### config.mk
export PLATFORM = sky130hd
export DESIGN_NAME = pll_cfg_assembler
export DESIGN_NICKNAME = d
export VERILOG_FILES = /design/src/rtl/pll_cfg_pkg.sv /design/src/rtl/pll_cfg_readback.sv /design/src/rtl/pll_cfg_assembler.sv
export SDC_FILE = /design/constraint.sdc
export NUM_CORES = 1
export LEC_CHECK = 0
export ABC_AREA = 0
export BUFFER_PORTS_ARGS = -buffer_cell sky130_fd_sc_hd__clkbuf_2
export CORE_UTILIZATION = 45
export CTS_CLUSTER_SIZE = 40
export DETAILED_ROUTE_END_ITERATION = 8
export HOLD_SLACK_MARGIN = 0.06
export MAX_ROUTING_LAYER = met4
export PLACE_DENSITY = 0.68
export SYNTH_ARGS = -nofsm -noshare
export SYNTH_HDL_FRONTEND = slang
export SYNTH_SLANG_ARGS = --single-unit
### constraint.sdc
create_clock -name clk -period 3.95 [get_ports clk]
set_clock_uncertainty 0.05 [all_clocks]
set_input_delay 0.5925 -clock clk [delete_from_list [all_inputs] [get_ports clk]]
set_output_delay 0.5925 -clock clk [all_outputs]
set_load 0.1 [all_outputs]
### src/rtl/pll_cfg_pkg.sv
// Shared constants for the PLL configuration assembler: frame command
// codes, segment/word geometry and the assembly FSM encoding.
package pll_cfg_pkg;

    // Frame command codes (frame_data[15:12]); writes match on the top two bits
    localparam logic [3:0] CMD_NOP = 4'h0;
    localparam logic [1:0] CMD_WR  = 2'b01;
    localparam logic [3:0] CMD_RD  = 4'h8;
    localparam logic [3:0] CMD_RUN = 4'hC;

    // Geometry of the configuration words
    localparam int SEG_W     = 12;
    localparam int WORD_W    = 48;
    localparam int NUM_WORDS = 4;

    // Assembly FSM encoding
    localparam logic [1:0] ST_IDLE   = 2'd0;
    localparam logic [1:0] ST_ASM    = 2'd1;
    localparam logic [1:0] ST_COMMIT = 2'd2;

endpackage

### src/rtl/pll_cfg_readback.sv
// Register readback path: auto-incrementing {word, segment} read pointer and
// the segment mux that forms the 16-bit readback frame for the SPI shifter.
module pll_cfg_readback
    import pll_cfg_pkg::*;
#(
    parameter int NUM_SEG = 4
) (
    input  logic                               clk,
    input  logic                               rst,
    input  logic                               rd_stb,
    input  logic                               ptr_clr,
    input  logic [NUM_WORDS*SEG_W*NUM_SEG-1:0] cfg_word,
    output logic                               tx_valid,
    output logic [15:0]                        tx_data
);

    localparam int SCW = $clog2(NUM_SEG);

    logic [1:0]       rp_reg;
    logic [SCW-1:0]   rp_seg;
    logic [SEG_W-1:0] seg_tbl [NUM_WORDS][NUM_SEG];

    // Segment 0 is the most significant slice of each word
    for (genvar r = 0; r < NUM_WORDS; r++) begin : g_reg
        for (genvar s = 0; s < NUM_SEG; s++) begin : g_seg
            assign seg_tbl[r][s] = cfg_word[(r*NUM_SEG + (NUM_SEG-1-s))*SEG_W +: SEG_W];
        end
    end

    // Read pointer: segment order within a word, then next word, wrapping to 0/0
    always_ff @(posedge clk or negedge rst) begin
        if (!rst) begin
            rp_reg <= '0;
            rp_seg <= '0;
        end else if (ptr_clr) begin
            rp_reg <= '0;
            rp_seg <= '0;
        end else if (rd_stb) begin
            if (rp_seg == SCW'(NUM_SEG-1)) begin
                rp_seg <= '0;
                rp_reg <= rp_reg + 2'd1;
            end else begin
                rp_seg <= rp_seg + 1'b1;
            end
        end
    end

    // Readback frame is loaded on a read strobe and held until the next one
    always_ff @(posedge clk or negedge rst) begin
        if (!rst) begin
            tx_valid <= 1'b0;
            tx_data  <= '0;
        end else begin
            tx_valid <= rd_stb;
            if (rd_stb) begin
                tx_data <= {2'b10, rp_reg, seg_tbl[rp_reg][rp_seg]};
            end
        end
    end

endmodule

### src/rtl/pll_cfg_assembler.sv
// PLL configuration assembler: decodes 16-bit SPI frames, assembles four
// 48-bit config words from 12-bit segments (MS first) and commits them
// atomically, owns run_en, the bad-frame counter and the readback path.
// Optional build macro CFG_TIMEOUT_EN adds an idle timeout that drops a
// stalled partial word after TIMEOUT_CYC cycles.
module pll_cfg_assembler
    import pll_cfg_pkg::*;
#(
    parameter int NUM_SEG = 4
`ifdef CFG_TIMEOUT_EN
    ,
    parameter int TIMEOUT_CYC = 4000
`endif
) (
    input  logic                               clk,
    input  logic                               rst,
    input  logic                               frame_valid,
    input  logic [15:0]                        frame_data,
    output logic [NUM_WORDS*SEG_W*NUM_SEG-1:0] cfg_word,
    output logic [NUM_WORDS-1:0]               cfg_update,
    output logic                               run_en,
    output logic                               tx_valid,
    output logic [15:0]                        tx_data,
    output logic [7:0]                         err_cnt
);

    localparam int WW  = SEG_W * NUM_SEG;
    localparam int SCW = $clog2(NUM_SEG);

    function automatic logic [7:0] sat_inc(input logic [7:0] v);
        return (v == 8'hFF) ? v : v + 8'd1;
    endfunction

    logic [3:0]       cmd;
    logic [1:0]       wr_addr;
    logic [SEG_W-1:0] payload;
    logic             is_wr, is_rd, is_run, is_nop, is_bad;
    logic             start_seg, add_seg, commit;
    logic             timeout_hit;

    logic [1:0]                      state;
    logic [1:0]                      asm_addr;
    logic [SCW-1:0]                  seg_cnt;
    logic [WW-1:0]                   shadow;
    logic [NUM_WORDS-1:0][WW-1:0]    words;

    assign cmd     = frame_data[15:12];
    assign wr_addr = frame_data[13:12];
    assign payload = frame_data[11:0];

    assign is_wr  = frame_valid && (cmd[3:2] == CMD_WR);
    assign is_rd  = frame_valid && (cmd == CMD_RD);
    assign is_run = frame_valid && (cmd == CMD_RUN);
    assign is_nop = frame_valid && (cmd == CMD_NOP);
    assign is_bad = frame_valid && !(cmd[3:2] == CMD_WR) && !is_rd && !is_run && !is_nop;

    // A write outside ASM, or to a different address, starts a fresh word
    assign start_seg = is_wr && ((state != ST_ASM) || (wr_addr != asm_addr));
    assign add_seg   = is_wr && (state == ST_ASM) && (wr_addr == asm_addr);
    assign commit    = add_seg && (seg_cnt == SCW'(NUM_SEG-1));

    assign cfg_word = words;

`ifdef CFG_TIMEOUT_EN
    logic [15:0] idle_cnt;

    assign timeout_hit = (state == ST_ASM) && !frame_valid &&
                         (idle_cnt == 16'(TIMEOUT_CYC - 1));

    // Idle counter: runs only while a word is part-assembled, any frame clears it
    always_ff @(posedge clk or negedge rst) begin
        if (!rst) begin
            idle_cnt <= '0;
        end else if ((state == ST_ASM) && !frame_valid && !timeout_hit) begin
            idle_cnt <= idle_cnt + 16'd1;
        end else begin
            idle_cnt <= '0;
        end
    end
`else
    assign timeout_hit = 1'b0;
`endif

    // Assembly FSM, committed word storage and the per-word update pulse
    always_ff @(posedge clk or negedge rst) begin
        if (!rst) begin
            state      <= ST_IDLE;
            asm_addr   <= '0;
            seg_cnt    <= '0;
            words      <= '0;
            cfg_update <= '0;
        end else begin
            cfg_update <= '0;
            if (start_seg) begin
                state    <= ST_ASM;
                asm_addr <= wr_addr;
                seg_cnt  <= SCW'(1);
            end else if (commit) begin
                words[asm_addr]      <= {shadow[WW-SEG_W-1:0], payload};
                cfg_update[asm_addr] <= 1'b1;
                state                <= ST_COMMIT;
                seg_cnt              <= '0;
            end else if (add_seg) begin
                seg_cnt <= seg_cnt + 1'b1;
            end else if (timeout_hit) begin
                state   <= ST_IDLE;
                seg_cnt <= '0;
            end else if (state == ST_COMMIT) begin
                state <= ST_IDLE;
            end
        end
    end

    // Shadow shift register: segments arrive MS first, so shifting left lands them in place
    always_ff @(posedge clk) begin
        if (start_seg) begin
            shadow <= {{(WW-SEG_W){1'b0}}, payload};
        end else if (add_seg) begin
            shadow <= {shadow[WW-SEG_W-1:0], payload};
        end
    end

    // Run enable toggle and saturating bad-frame / timeout counter
    always_ff @(posedge clk or negedge rst) begin
        if (!rst) begin
            run_en  <= 1'b0;
            err_cnt <= '0;
        end else begin
            if (is_run) begin
                run_en <= !run_en;
            end
            if (is_bad || timeout_hit) begin
                err_cnt <= sat_inc(err_cnt);
            end
        end
    end

    pll_cfg_readback #(
        .NUM_SEG (NUM_SEG)
    ) u_readback (
        .clk      (clk),
        .rst      (rst),
        .rd_stb   (is_rd),
        .ptr_clr  (is_nop),
        .cfg_word (cfg_word),
        .tx_valid (tx_valid),
        .tx_data  (tx_data)
    );

endmodule
======== Word level (Yosys, flattened, before mapping) ========
Cells that the tools add are included.
storage, ports and cells
  bits in registers ....................... 267
  input bits .............................. 19
cells by class
  add/subtract/negate cells ............... 4
  $lt $le $gt $ge ......................... 4
  eq/ne operators ......................... 12
  mux-type cells .......................... 28
  bitwise logic cells ..................... 4
  reduce and logical (&&, ||, !) cells .... 29
operators with widths
  kind                                                   count
  bitwise mux 192 bit                                    1
  two-way mux 48 bit                                     3
  binary-select mux 48 bit (select 2 bit)                1
  demux 48 bit (select 2 bit)                            1
  two-way mux 12 bit                                     4
  two-way mux 2 bit                                      13
  binary-select mux 12 bit (select 2 bit)                1
  logical AND 1 bit                                      13
  adder 8 x 1 -> 8 bit, second input constant            1
  equality test 4 bit, second input constant             2
  equality test 8 bit, second input constant             1
  two-way mux 4 bit                                      2
  AND reduction 2 bit                                    4
  adder 2 x 1 -> 2 bit, second input constant            3
  equality test 2 bit, second input constant             3
  >= comparator 3 bit, second input constant             2
  inverter 2 -> 3 bit                                    2
  nonzero test 2 bit                                     3
  nonzero test 3 bit                                     2
  logical NOT 1 bit                                      5
  equality test 2 x 1 -> 1 bit, second input constant    2
  logical NOT 4 bit                                      1
  < comparator 2 x 3 -> 1 bit, second input constant     1
  inequality test 3 x 2 -> 1 bit, second input constant  1
  other kinds (8)                                        9

======== Depth between registers and ports, before layout ========
  depth in word-level cells ............... 7
  depth in mapped cells ................... 11

======== Hierarchy ========
Synthesis repeated with hierarchy kept, for this count alone.
second synthesis, totals
  cell total of the unflattened synthesis .. 760
  area total of the unflattened synthesis .. 11492.3 um^2
modules (own cells, without submodules)
  module             instances  cells each  area each (um^2)
  pll_cfg_assembler  1          604         9126.3
  pll_cfg_readback   1          156         2366.0

======== Least setup slack after synthesis ========
OpenSTA, ideal clock, no wires.
  path type ............................... register -> register
  from .................................... reg err_cnt[0]
  to ...................................... reg err_cnt[1]
  library setup time ...................... 0.126 ns
  arrival time ............................ 2.095 ns
  data required time ...................... 3.774 ns
  setup slack ............................. 1.680 ns
  cell stages (with the launch flop) ...... 5
  clock period less this slack ............ 2.270 ns
  cells stage by stage .................... dfrtp_1 ha_1 and3_1 a211oi_2 mux2_2
on the way
  longest elaborated chain between the ends .. 3
RTL lines
  element                                                       RTL line                  source
  start, declared                                               pll_cfg_assembler.sv:24   output logic [7:0] err_cnt
  start signal, assigned                                        pll_cfg_assembler.sv:133  err_cnt <= sat_inc(err_cnt);
  branches (longest 3 deep; another with adder 8 x 1 -> 8 bit)  --
Parallel ways; which one is timed is not known.
A chain may end at the register's enable or synchronous reset.

======== Final worst setup path ========
  from .................................... reg asm_addr[1]
  to ...................................... reg words, in the netlist cfg_word[22]
on the way
  longest elaborated chain between the ends .. 5
RTL lines
  element                                                                          RTL line                                          source
  start, declared                                                                  pll_cfg_assembler.sv:42                           logic [1:0] asm_addr;
  start signal, assigned                                                           pll_cfg_assembler.sv:96                           asm_addr <= wr_addr;
  < comparator 2 x 3 -> 1 bit (implied by the code), or another cell as far along  pll_cfg_assembler.sv:99                           words[asm_addr] <= {shadow[WW-SEG_W-1:0], payload};
  logical AND 1 bit (implied by the code) or logical OR 1 bit (tied branches)      pll_cfg_assembler.sv:99, pll_cfg_assembler.sv:58
  two-way mux 48 bit (implied by the code) or logical AND 1 bit (tied branches)    pll_cfg_assembler.sv:99, pll_cfg_assembler.sv:58
  demux 48 bit (select 2 bit) or inverter 1 bit (tied branches)                    --
  bitwise mux 192 bit or AND reduction 2 bit (tied branches)                       --
  end signal, assigned by index                                                    pll_cfg_assembler.sv:99
  end, declared                                                                    pll_cfg_assembler.sv:45                           logic [NUM_WORDS-1:0][WW-1:0] words;
Several ways; a longest one is shown, not always the timed one.

==> results.json <==
{
  "hold_path.class": "input port to asynchronous set/reset pin",
  "required_ps": 4310,
  "cts-resized-gates": 0,
  "dieHeight_um": 162,
  "die_w_um": 162,
  "maxCapViolCount": 0,
  "layout_min_cycle_time_ps": 2490,
  "end_kind": "flop",
  "drt_iter0_drc": 463,
  "ys_seq_elements": 267,
  "first_pass_iters": 4,
  "initial_core_util_pct": 45.8,
  "slowest_stage": "dfrtp_1",
  "p_comb_share_pct": 20.6,
  "core-area_mm2": 0.0251,
  "status": "completed",
  "r2r_end": "cfg_word[22]",
  "clock-root-buffer": "clkbuf_16",
  "pwr-share-clk_pct": 37.0,
  "power_density_mw_per_mm2": 535,
  "grt_max_degree": 99,
  "cts.sinks": 267,
  "area_growth_pct": 21.6,
  "yosysWarnings": 0,
  "critPathKind": "flop to flop",
  "slew_violations": 0,
  "rsz0062_at_grt": "no",
  "vdd_drop_max_uv": 398,
  "ys.flop_type": "dfrtp_1",
  "final_cell_mix": "clkbuf_2, dfrtp_1, mux2_2",
  "final_nets": 1016,
  "placementRows": 58,
  "max_freq_mhz": 401,
  "ys_types": 47,
  "rr_startpoint": "asm_addr[1]",
  "cp.buffers_inverters": 2,
  "finalWirelength_mm": 28.7,
  "grt_pass1_vias": 7283,
  "clock_latency_ps": 530,
  "grt-ovfl-total": 0,
  "post_cts_buffers": 0,
  "max_stage_delay_ps": 460,
  "fin_total_pwr_w": 0.00748,
  "crit_family": "buffers and inverters",
  "num_vias": 7299,
  "cts_tree": "built",
  "antenna_found_initial": 0,
  "relSlewSlack_pct": 33.8,
  "syn_area_mm2": 0.0115,
  "intPower_w": 0.00495,
  "async_flop_share_pct": 86.5,
  "setup_viol": 0,
  "antennaDiodeCount": 0,
  "postRouteAntennaNets": 0,
  "vias_per_cell": 5.42,
  "synth_fp_nets": 782,
  "synthCells": 760,
  "io_pins": 241,
  "synth-seq-area-share_pct": 57.6,
  "cts.htree.levels": 1,
  "clockBufferDepth": 3,
  "drive_above_1_share_pct": 50.9,
  "leakagePower_nw": 7.37,
  "tightestPinTransition_ps": 993,
  "final_common_cell": "clkbuf_2",
  "die_area_mm2": 0.0262,
  "cts.clk_slew.worst_paths_ps": 60,
  "grtUsageTotal_pct": 22.7,
  "path_common_cell": "buf_4",
  "post-route-period-util_pct": 63.1,
  "gp_congestion": 0.796,
  "fin_setup_tns_ps": 0,
  "drc_errors": 0,
  "worst-r2r-cell-count": 6,
  "synth_edf_count": 12,
  "port_buffers": 239,
  "p_sw_share_pct": 33.9,
  "seq_power_share_pct": 42.4,
  "arrival_ps": 2850,
  "largest_reg_flops": 192,
  "avgSynthCellArea_um2": 15.1,
  "cts_buffers": 29,
  "critPathMaxFanout": 33,
  "critPathLaunchType": "flop",
  "postCtsHoldBufs": 0,
  "rrSetupSlack_ps": 1460,
  "hold_violations": 0,
  "grt_pass1_wl_mm": 44.1,
  "path_cells": "xor2_1 > nor4_4 > buf_4 > and3_2 > buf_4 > mux2_2",
  "post_drt_wl_per_cell_um": 21.3,
  "switching_power_w": 0.00253,
  "dp_hpwl_mm": 19.2
}
stage by stage:
step	instance area [µm²]	cells	hold WS [ps]	utilization [%]	worst slack, ps
after detailed placement	13000	1293	405	51.7	1180
final	14000	1346	11.1	55.7	1460
after floorplan	11500	760	247	-	1680
after CTS	14000	1346	67.2	55.7	1470
after global routing	14000	1346	82.3	55.7	1340
after global placement	13000	1293	401	51.7	1210
routing by layer:
layer | GRT usage [%] | routed length [µm] | up-vias
li1 | - | - | 3268
met1 | 32.5 | 13300 | 3775
met2 | 33.2 | 13000 | 217
met3 | 4.39 | 1660 | 39
met4 | 5.62 | 698 | 0
met5 | - | 0 | -
synthesized netlist by cell type (4+ instances only):
library cell / n / area share (%)
nor2_1: 4 / 0.13
mux2_1: 40 / 3.9
mux2i_1: 25 / 2.2
mux4_2: 48 / 9.4
a2bb2oi_1: 12 / 0.91
dfxtp_1: 24 / 4.2
and3_1: 4 / 0.22
nand2_1: 65 / 2.1
xnor2_1: 6 / 0.46
mux2_4: 20 / 2.6
clkbuf_1: 17 / 0.55
edfxtp_1: 12 / 3.1
nand4_1: 5 / 0.27
buf_2: 16 / 0.70
mux2_2: 135 / 13
nand3_1: 29 / 1.3
o21ai_0: 14 / 0.61
dfrtp_1: 231 / 50
buf_6: 8 / 0.78
buf_4: 9 / 0.59
layout make-up:
type	count	area, µm²
Fill cell	2125	11100
Sequential cell	267	6630
Multi-Input combinational cell	437	4550
Timing Repair Buffer	255	1360
Clock buffer	45	906
Tap cell	330	413
Clock inverter	8	97.6
Inverter	4	15.0
power groups by stage:
| stage | logic, W | registers, W | clock network (W) |
|---|---|---|---|
| 2_1_floorplan | 0.000384 | 0.00402 | 0 |
| 3_3_place_gp | 0.00154 | 0.00321 | 0 |
| 3_5_place_dp | 0.00155 | 0.00322 | 0 |
| 4_1_cts | 0.00155 | 0.00317 | 0.00282 |
| 5_1_grt | 0.00160 | 0.00320 | 0.00295 |
| 6_report | 0.00154 | 0.00317 | 0.00277 |
cells by family (layout without fill, tap and decap cells):
logic type      count (synthesis)  count (layout)  synth area share (%)
mux                           268             268                  31.3
flops                         267             267                  57.6
simple gates                  120             120                  5.03
buf+inv                        56             312                  2.82
compound gates                 36              36                  2.20
xor+xnor                        9               9                 0.686
fa+ha+maj                       3               3                 0.326
other cells                     1               1                0.0326
worst max path at each step:
stage	startpoint	endpoint	slack [ps]	cells after the start
5_1_grt	asm_addr[0]	cfg_word[165]	1340	6
2_1_floorplan	err_cnt[0]	err_cnt[1]	1680	4
4_1_cts	asm_addr[1]	cfg_word[159]	1470	6
3_3_place_gp	frame_data[13]	u_readback.tx_data[13]	1210	4
6_report	asm_addr[1]	cfg_word[22]	1460	6
3_5_place_dp	frame_data[13]	u_readback.tx_data[13]	1180	4
Note: power is estimated with default switching activity, not from simulation.
